==> config.mk <==
export PLATFORM = sky130hd
export DESIGN_NAME = scoreboard_register_file
export DESIGN_NICKNAME = d
export VERILOG_FILES = /design/src/rtl/register_params.sv /design/src/rtl/scoreboard_entry.sv /design/src/rtl/scoreboard_register_file.sv
export SDC_FILE = /design/constraint.sdc
export NUM_CORES = 1
export LEC_CHECK = 0
export BUFFER_PORTS_ARGS = -buffer_cell sky130_fd_sc_hd__buf_4
export CAP_MARGIN = 15
export CORE_MARGIN = 3
export CORE_UTILIZATION = 45
export DETAILED_ROUTE_END_ITERATION = 6
export HOLD_SLACK_MARGIN = 0.02
export SLEW_MARGIN = 10
export SYNTH_ARGS = -nofsm -noshare
export SYNTH_HDL_FRONTEND = slang
export SYNTH_HIERARCHICAL = 1
export SYNTH_SLANG_ARGS = --single-unit
==> constraint.sdc <==
create_clock -name clk -period 14.6 [get_ports clk]
set_input_delay 2.19 -clock clk [delete_from_list [all_inputs] [get_ports clk]]
set_output_delay 2.19 -clock clk [all_outputs]
set_load 0.02 [all_outputs]
==> src/rtl/register_params.sv <==
// Shared defaults and index helpers for the scoreboarded register file.
package register_params;

    localparam int unsigned DEFAULT_NUM_REGS       = 16;
    localparam int unsigned DEFAULT_DATA_WIDTH     = 32;
    localparam int unsigned DEFAULT_NUM_READ_PORTS = 2;
    localparam int unsigned DEFAULT_NUM_WB_PORTS   = 2;
    localparam int unsigned MAX_REGS               = 256;

    function automatic int unsigned idx_width(input int unsigned num_regs);
        return (num_regs > 1) ? $clog2(num_regs) : 1;
    endfunction

    // Wide one-hot decode; callers truncate to their own register count.
    function automatic logic [MAX_REGS-1:0] idx_onehot(input int unsigned idx);
        return MAX_REGS'(1) << idx;
    endfunction

endpackage

==> src/rtl/scoreboard_entry.sv <==
// One architectural register: data word plus its write-reservation bit.
module scoreboard_entry
    import register_params::*;
#(
    parameter int unsigned DATA_WIDTH = DEFAULT_DATA_WIDTH
) (
    input  logic                  clk,
    input  logic                  rst,
    input  logic                  wr_en,
    input  logic [DATA_WIDTH-1:0] wr_data,
    input  logic                  set_busy,
    input  logic                  clr_busy,
    output logic [DATA_WIDTH-1:0] data,
    output logic                  busy
);

    logic [DATA_WIDTH-1:0] data_d, data_q;
    logic                  busy_d, busy_q;

    // A new reservation takes precedence over a same-cycle release.
    always_comb begin
        data_d = data_q;
        busy_d = busy_q;
        if (wr_en) begin
            data_d = wr_data;
        end
        if (set_busy) begin
            busy_d = 1'b1;
        end else if (clr_busy) begin
            busy_d = 1'b0;
        end
    end

    always_ff @(posedge clk) begin
        if (!rst) begin
            data_q <= '0;
            busy_q <= 1'b0;
        end else begin
            data_q <= data_d;
            busy_q <= busy_d;
        end
    end

    assign data = data_q;
    assign busy = busy_q;

endmodule

==> src/rtl/scoreboard_register_file.sv <==
// Register file with per-register reservation scoreboard and multi-port write-back.
// Optional same-cycle write-back forwarding to reads: define REGFILE_WB_BYPASS_EN.
module scoreboard_register_file
    import register_params::*;
#(
    parameter  int unsigned NUM_REGS       = DEFAULT_NUM_REGS,
    parameter  int unsigned DATA_WIDTH     = DEFAULT_DATA_WIDTH,
    parameter  int unsigned NUM_READ_PORTS = DEFAULT_NUM_READ_PORTS,
    parameter  int unsigned NUM_WB_PORTS   = DEFAULT_NUM_WB_PORTS,
    localparam int unsigned IDX_W          = idx_width(NUM_REGS)
) (
    input  logic                                 clk,
    input  logic                                 rst,
    input  logic                                 reserve_valid,
    input  logic [IDX_W-1:0]                     reserve_idx,
    output logic                                 reserve_accept,
    input  logic [NUM_READ_PORTS*IDX_W-1:0]      read_idx,
    output logic [NUM_READ_PORTS*DATA_WIDTH-1:0] read_data,
    output logic [NUM_READ_PORTS-1:0]            read_busy,
    output logic                                 issue_stall,
    input  logic [NUM_WB_PORTS-1:0]              wb_valid,
    input  logic [NUM_WB_PORTS*IDX_W-1:0]        wb_idx,
    input  logic [NUM_WB_PORTS*DATA_WIDTH-1:0]   wb_data,
    output logic                                 wb_error,
    output logic [IDX_W:0]                       outstanding_count
);

    localparam int unsigned CNT_W = IDX_W + 1;

    logic [DATA_WIDTH-1:0] reg_data [NUM_REGS];
    logic [NUM_REGS-1:0]   reg_busy;
    logic [NUM_REGS-1:0]   wb_hit;
    logic [DATA_WIDTH-1:0] wb_sel [NUM_REGS];
    logic [NUM_REGS-1:0]   res_set;
    logic                  wb_conflict;
    logic                  wb_unreserved;
    logic [CNT_W-1:0]      count_d, count_q;
    logic                  wb_error_d, wb_error_q;

    // Per-register write-back select; walking ports high to low leaves the lowest port winning.
    always_comb begin
        logic [IDX_W-1:0] idx;
        idx    = '0;
        wb_hit = '0;
        for (int r = 0; r < int'(NUM_REGS); r++) begin
            wb_sel[r] = '0;
        end
        for (int p = int'(NUM_WB_PORTS) - 1; p >= 0; p--) begin
            if (wb_valid[p]) begin
                idx         = wb_idx[p*IDX_W +: IDX_W];
                wb_hit[idx] = 1'b1;
                wb_sel[idx] = wb_data[p*DATA_WIDTH +: DATA_WIDTH];
            end
        end
        wb_hit[0] = 1'b0;
    end

    always_comb begin
        logic [IDX_W-1:0] idx_p;
        idx_p         = '0;
        wb_conflict   = 1'b0;
        wb_unreserved = 1'b0;
        for (int p = 0; p < int'(NUM_WB_PORTS); p++) begin
            idx_p = wb_idx[p*IDX_W +: IDX_W];
            if (wb_valid[p] && (idx_p != '0) && !reg_busy[idx_p]) begin
                wb_unreserved = 1'b1;
            end
            for (int q = p + 1; q < int'(NUM_WB_PORTS); q++) begin
                if (wb_valid[p] && wb_valid[q] && (idx_p != '0) &&
                    (idx_p == wb_idx[q*IDX_W +: IDX_W])) begin
                    wb_conflict = 1'b1;
                end
            end
        end
        wb_error_d = wb_conflict | wb_unreserved;
    end

    // A busy target can still be reserved when it is being released this cycle.
    always_comb begin
        int unsigned released;
        released       = 0;
        reserve_accept = reserve_valid &&
                         ((reserve_idx == '0) || !reg_busy[reserve_idx] || wb_hit[reserve_idx]);
        res_set        = '0;
        if (reserve_accept && (reserve_idx != '0)) begin
            res_set = NUM_REGS'(idx_onehot(32'(reserve_idx)));
        end
        for (int r = 1; r < int'(NUM_REGS); r++) begin
            if (wb_hit[r] && reg_busy[r]) begin
                released += 1;
            end
        end
        count_d = count_q + CNT_W'(res_set != '0) - CNT_W'(released);
    end

    always_ff @(posedge clk) begin
        if (!rst) begin
            count_q    <= '0;
            wb_error_q <= 1'b0;
        end else begin
            count_q    <= count_d;
            wb_error_q <= wb_error_d;
        end
    end

    assign reg_data[0] = '0;
    assign reg_busy[0] = 1'b0;

    for (genvar r = 1; r < NUM_REGS; r++) begin : g_entry
        scoreboard_entry #(
            .DATA_WIDTH (DATA_WIDTH)
        ) u_entry (
            .clk      (clk),
            .rst      (rst),
            .wr_en    (wb_hit[r]),
            .wr_data  (wb_sel[r]),
            .set_busy (res_set[r]),
            .clr_busy (wb_hit[r]),
            .data     (reg_data[r]),
            .busy     (reg_busy[r])
        );
    end

    always_comb begin
        logic [IDX_W-1:0] ridx;
        ridx      = '0;
        read_data = '0;
        read_busy = '0;
        for (int p = 0; p < int'(NUM_READ_PORTS); p++) begin
            ridx                                  = read_idx[p*IDX_W +: IDX_W];
            read_data[p*DATA_WIDTH +: DATA_WIDTH] = reg_data[ridx];
            read_busy[p]                          = reg_busy[ridx];
`ifdef REGFILE_WB_BYPASS_EN
            if (wb_hit[ridx]) begin
                read_data[p*DATA_WIDTH +: DATA_WIDTH] = wb_sel[ridx];
                read_busy[p]                          = 1'b0;
            end
`endif
        end
    end

    assign issue_stall       = (|read_busy) | (reserve_valid & ~reserve_accept);
    assign wb_error          = wb_error_q;
    assign outstanding_count = count_q;

endmodule
## After elaboration in Yosys (flattened, before gate mapping)

Index checks and enable logic that the tools add are counted.

- Reduce and logical (&&, ||, !) cells: 54
- Equal/unequal tests: 1
- Shift-type cells: 1
- Magnitude comparators: 13
- Add/sub/neg operators: 16
- Mux-type cells: 80
- Bitwise logic cells: 10

Operators with widths:

| kind | count |
|---|---|
| 512-bit AND | 1 |
| 512-bit bitwise mux | 1 |
| 512-bit two-way mux | 1 |
| 480-bit two-way mux | 1 |
| 32-bit binary-select mux with 4-bit select | 2 |
| 32-bit demux with 4-bit select | 2 |
| 32-bit two-way mux | 6 |
| 5-bit two-way mux | 14 |
| 5-bit by 1-bit adder with 5-bit output (second input constant) | 13 |
| 16-bit two-way mux | 3 |
| 1-bit two-way mux | 42 |
| 2-bit nonzero test | 15 |
| 1-bit logical AND | 28 |
| 4-bit by 5-bit < comparator with 1-bit output (second input constant) | 5 |
| 1-bit binary-select mux with 4-bit select | 6 |
| 5-bit greater-or-equal comparator (second input constant) | 4 |
| 4-bit inverter with 5-bit output | 4 |
| 16-bit OR | 1 |
| 16-bit nonzero test | 1 |
| 1-bit by 4-bit left shift with 16-bit output (first input constant) | 1 |
| 4-bit nonzero test | 3 |
| 5-bit by 1-bit < comparator with 1-bit output (second input constant) | 2 |
| 1-bit demux with 4-bit select | 2 |
| 4-bit by 1-bit greater-or-equal comparator with 1-bit output (second input constant) | 2 |
| other kinds (11) | 15 |

- Input bits: 89
- Output and inout bits: 74
- Register bits: 501
- Logic and storage cells: 207

## Depth between registers and ports, before layout

- Word-level depth: 38
- Gate-level depth with buffers: 54
- Gate-level depth less buffers: 52

## Cells and area by module

Netlist, hierarchy kept.

Modules (own cells, without submodules):

| module | seq. area each (um2) | area an instance (um2) | cells each | times used |
|---|---|---|---|---|
| scoreboard_entry | 660.6 | 1277.5 | 106 | 15 |
| scoreboard_register_file | 120.1 | 16533.4 | 2034 | 1 |

## Worst setup path before layout

OpenSTA, ideal clock, no wires.

- Path kind: in2reg
- Start point: input port wb_idx[3]
- End point: register count_q[4] (netlist: outstanding_count[4])
- Data arrival time: 11.224 ns
- Data required time: 14.485 ns
- Path buffers: 2
- Library setup time: 0.115 ns
- Path slack: 3.261 ns
- Stages: 52
- Path through: buf_2 > or3b_2 > clkbuf_1 > nor2_1 > a21oi_1 > inv_1 > and2_1 > inv_1 > ha_1 > xnor2_2 > ha_1 > nor4b_1 > a32oi_1 > o211a_1 > o211a_1 > a211oi_1 > nand2_1 > nand2_1 > [16 not listed] > nand2_1 > o21a_1 > xnor2_1 > nor2_1 > nor2b_1 > ha_1 > xnor2_1 > a311oi_1 > ha_1 > nand3_1 > xor2_1 > xnor2_1 > ha_1 > ha_1 > a21o_1 > a21oi_1 > xnor2_1 > and2_1

- Word-level cells in the longest chain between the ends: 37
- Elaborated cells on any way between the ends: 60
- Classes of those cells: add/sub (16); order compare (2); mux (21); bitwise (1); reduce/logical (20)

Ends and longest elaborated chain:

| item | RTL line | RTL |
|---|---|---|
| from (decl) | scoreboard_register_file.sv:22 | `input logic [NUM_WB_PORTS*IDX_W-1:0] wb_idx,` |
| 4-bit by 5-bit < comparator with 1-bit output (implied by the code) / 4-bit by 1-bit greater-or-equal comparator with 1-bit output (equally long branches) | scoreboard_register_file.sv:51 | `wb_hit[idx] = 1'b1;` |
| 1-bit logical AND (implied by the code) | scoreboard_register_file.sv:51 |  |
| 1-bit two-way mux (implied by the code) | scoreboard_register_file.sv:51 |  |
| 1-bit demux with 4-bit select (*) | scoreboard_register_file.sv:51 |  |
| 16-bit OR (no line) (*) | - |  |
| 16-bit two-way mux (*) | scoreboard_register_file.sv:49 | `if (wb_valid[p]) begin` |
| named net wb_hit[1] | scoreboard_register_file.sv:32 | `logic [NUM_REGS-1:0] wb_hit;` |
| 1-bit logical AND | scoreboard_register_file.sv:89 | `if (wb_hit[r] && reg_busy[r]) begin` |
| [22 not listed] | - |  |
| 5-bit two-way mux | scoreboard_register_file.sv:89 |  |
| 5-bit by 1-bit adder with 5-bit output | scoreboard_register_file.sv:90 | `released += 1;` |
| 5-bit two-way mux | scoreboard_register_file.sv:89 |  |
| 5-bit by 1-bit adder with 5-bit output | scoreboard_register_file.sv:90 |  |
| 5-bit two-way mux | scoreboard_register_file.sv:89 |  |
| 5-bit by 1-bit adder with 5-bit output | scoreboard_register_file.sv:90 |  |
| 5-bit two-way mux | scoreboard_register_file.sv:89 |  |
| 5-bit subtractor (*) | scoreboard_register_file.sv:93 | `count_d = count_q + CNT_W'(res_set != '0) - CNT_W'(released);` |
| to (signal assigned) | scoreboard_register_file.sv:101 | `count_q <= count_d;` |
| to (decl) | scoreboard_register_file.sv:37 | `logic [CNT_W-1:0] count_d, count_q;` |

The timed path passes the listed nets; every way through them passes the cells marked *. The select of a mux whose other input is x is not followed.
A chain may end at the register's enable or synchronous reset.

## Worst setup path after layout

Same ends and word-level chain as after synthesis.

==> impl_metrics.ini <==
[timing]
worst_pin_slew_ns = 1.084
fin_tns_setup_ns = 0
slew_viol_final = 0
finalSetupViolations = 0
period_share_pct = 84.58
rsz0062_at_grt = no
hold_violations = 0
clock-skew-final_ns = 0.002162
fin_crit_ns = 12.35
max_clock_freq_ghz = 0.08098
maxSlewHeadroom_pct = 27.76

[global_route]
grt_pass1_wl_um = 196800
grt_usage_pct = 31.99
grt.overflow.total = 0
grt_pass1_vias = 27990
grt_max_degree = 107
antenna_found_initial = 6

[yosys]
ys_seq_area_share_pct = 28.10
ys_ff_latch = 501
ys_warn_count = 6
avgSynthCellArea_um2 = 9.850
yosys_most_used_dff = dfxtp_1
synth_edf_count = 0
syn-cell-area_mm2 = 0.03570
synthDistinctLibCells = 78
ys_async_sr_fraction_pct = 0
syn_inst = 3624
synthesis.nets = 3737

[critical_path]
cp.arrival_ns = 12.88
crit_path_frequent_cell = ha_1
reg2reg_depth = 46
path_class = input pin to flop
critical_path.startpoint = wb_idx[3]
crit_path_end = outstanding_count[4]
critPathMaxFanout = 33
cp.required_ns = 15.13
timing.rr.end = outstanding_count[4]
start_kind = input pin
timing.rr.start = g_entry[1].u_entry/busy
crit_path_top_delay_cell = or3b_2
worst-r2r-setup-slack_ns = 5.10
end_kind = flop
max_stage_delay_ns = 0.62

[final_layout]
syn2layout_area_growth_pct = 8.150
final_cell_mix = 502 x nor2b_1, 501 x dfxtp_1, 493 x nand2_1, 488 x mux2i_1, 325 x a22o_1
fillers = 7197
final_layout_size_suffix_gt1_share_pct = 20.44
final_nets = 3632
layout_commonest_cell = nor2b_1

[floorplan]
die_width_um = 287.6
rows = 102
ios = 163
die-height_um = 287.6
dieArea_mm2 = 0.08274
start_util_pct = 45.78
coreArea_mm2 = 0.07798

[clocking]
cts_tree = yes
clock_latency_ns = 0.63
post_cts_resized = 0
hold_buffers = 0
clk_path_buf_depth = 3
cts_buffers = 58
path_clk_slew_ns = 0.06
post_cts_buffers = 0
cts.sinks = 501
htreeDepth = 2
cts_root_buf = clkbuf_16

[routing]
vias_per_cell = 6.437
wirelength_um = 136300
wire_per_inst_um = 29.59
drc_errors = 0
first_pass_iters = 6
vias = 29640
antenna_left = 0
drtIter0Drc = 3380

[placed_design]
place.gp.congestion = 0.8503
dp_hpwl_um = 73050
numPortBuffers = 162

[worst_hold_path]
min_path_cells = 2
worstHoldPathType = flop to flop

[power]
total_power_mw = 3.258
p_leak_nw = 13.29
ir_worst_vdd_v = 0.00009132
pwr_density_cell_mw_per_mm2 = 84.40

[flow_run]
max_cap_violations = 0

[outcome]
outcome = completed
[stage by stage]
| step | cells | setup slack, ns | cell area [µm²] | utilization (%) | hold slack, ns |
|---|---|---|---|---|---|
| after floorplan | 3624 | 3.261 | 35700 | - | 0.4938 |
| after global placement | 4499 | 1.849 | 36760 | 47.14 | 0.5083 |
| after detailed placement | 4499 | 1.723 | 36760 | 47.14 | 0.5229 |
| after CTS | 4601 | 2.318 | 38590 | 49.49 | 0.5338 |
| after global routing | 4604 | 1.334 | 38600 | 49.50 | 0.5489 |
| final | 4605 | 2.252 | 38600 | 49.51 | 0.5324 |
[routing by layer]
layer	vias up	wire, µm	global-route usage (%)
met5	-	56	0
met1	14640	55110	42.72
met2	1662	62340	50.38
li1	12970	-	-
met3	366	12660	6.548
met4	6	6100	13.45
[cell families (layout without fill, tap and decap cells)]
family / after synthesis / after routing / share of synthesized area [%]
AOI/OAI and AO/OA: 654 / 654 / 13.31
xor gates and xnor gates: 45 / 45 / 1.374
adders and majority gates: 24 / 24 / 0.8623
buffers and inverters: 421 / 358 / 6.832
DFF: 501 / 501 / 28.10
muxes: 830 / 830 / 33.05
other: 0 / 4 / 0
and+or+nand+nor: 1149 / 1149 / 16.47
[sequential cells by signal, indices dropped and copies added (netlist names)]
register and count:
wb_error 1, outstanding_count 5, g_entry.u_entry/data 480, g_entry.u_entry/busy 15
[critical path, delay by kind of cell]
| family | cells | cell delay (ns) |
|---|---|---|
| compound gates | 14 | 3.10 |
| xor+xnor | 7 | 1.16 |
| fa+ha+maj | 9 | 2.53 |
| buf+inv | 7 | 1.30 |
| mux | 1 | 0.17 |
| simple gates | 15 | 2.40 |
[power breakdown]
group | leakage (nW) | internal, mW | switching, mW
logic | 8.35 | 0.151 | 0.275
registers | 4.04 | 1.38 | 0.00874
clock network | 0.905 | 0.805 | 0.643
[cell usage after synthesis (all sizes together) (7+ instances only)]
library cell | instances | share of area, %
a31oi | 8 | 0.14
mux4 | 272 | 17
nand3 | 15 | 0.21
dfxtp | 501 | 28
buf | 95 | 3.4
xor2 | 12 | 0.29
nor3 | 14 | 0.20
nand2b | 7 | 0.12
mux2i | 488 | 14
a21oi | 241 | 3.4
o21ai | 9 | 0.13
nor2b | 504 | 8.8
and2 | 17 | 0.30
and3 | 8 | 0.15
nand2 | 500 | 5.3
mux2 | 70 | 2.2
inv | 27 | 0.28
nor2 | 37 | 0.39
a22o | 325 | 8.0
clkbuf | 298 | 3.1
xnor2 | 30 | 0.88
o21a | 18 | 0.38
ha | 23 | 0.81
nor4 | 13 | 0.23
[area by class of cell]
class / instances / area, µm² / area share, %
inverters: 28 / 105.1 / 0.2723
repair buffers: 228 / 1742 / 4.512
well taps: 1040 / 1301 / 3.371
multi-input cells: 2702 / 23580 / 61.07
diodes: 4 / 10.01 / 0.02593
clock inverters: 16 / 132.6 / 0.3436
clock buffers: 86 / 1707 / 4.421
flip-flops and latches: 501 / 10030 / 25.98
[worst min-delay path by stage]
stage                                       from                            to  slack [ns]
global route         g_entry[11].u_entry/data[1]   g_entry[11].u_entry/data[1]        0.55
CTS                 g_entry[14].u_entry/data[27]  g_entry[14].u_entry/data[27]        0.53
floorplan            g_entry[3].u_entry/data[29]   g_entry[3].u_entry/data[29]        0.49
detailed placement   g_entry[6].u_entry/data[17]   g_entry[6].u_entry/data[17]        0.52
finish               g_entry[5].u_entry/data[17]   g_entry[5].u_entry/data[17]        0.53
global placement      g_entry[6].u_entry/data[0]    g_entry[6].u_entry/data[0]        0.51
Power figures use the tool's default switching activity.
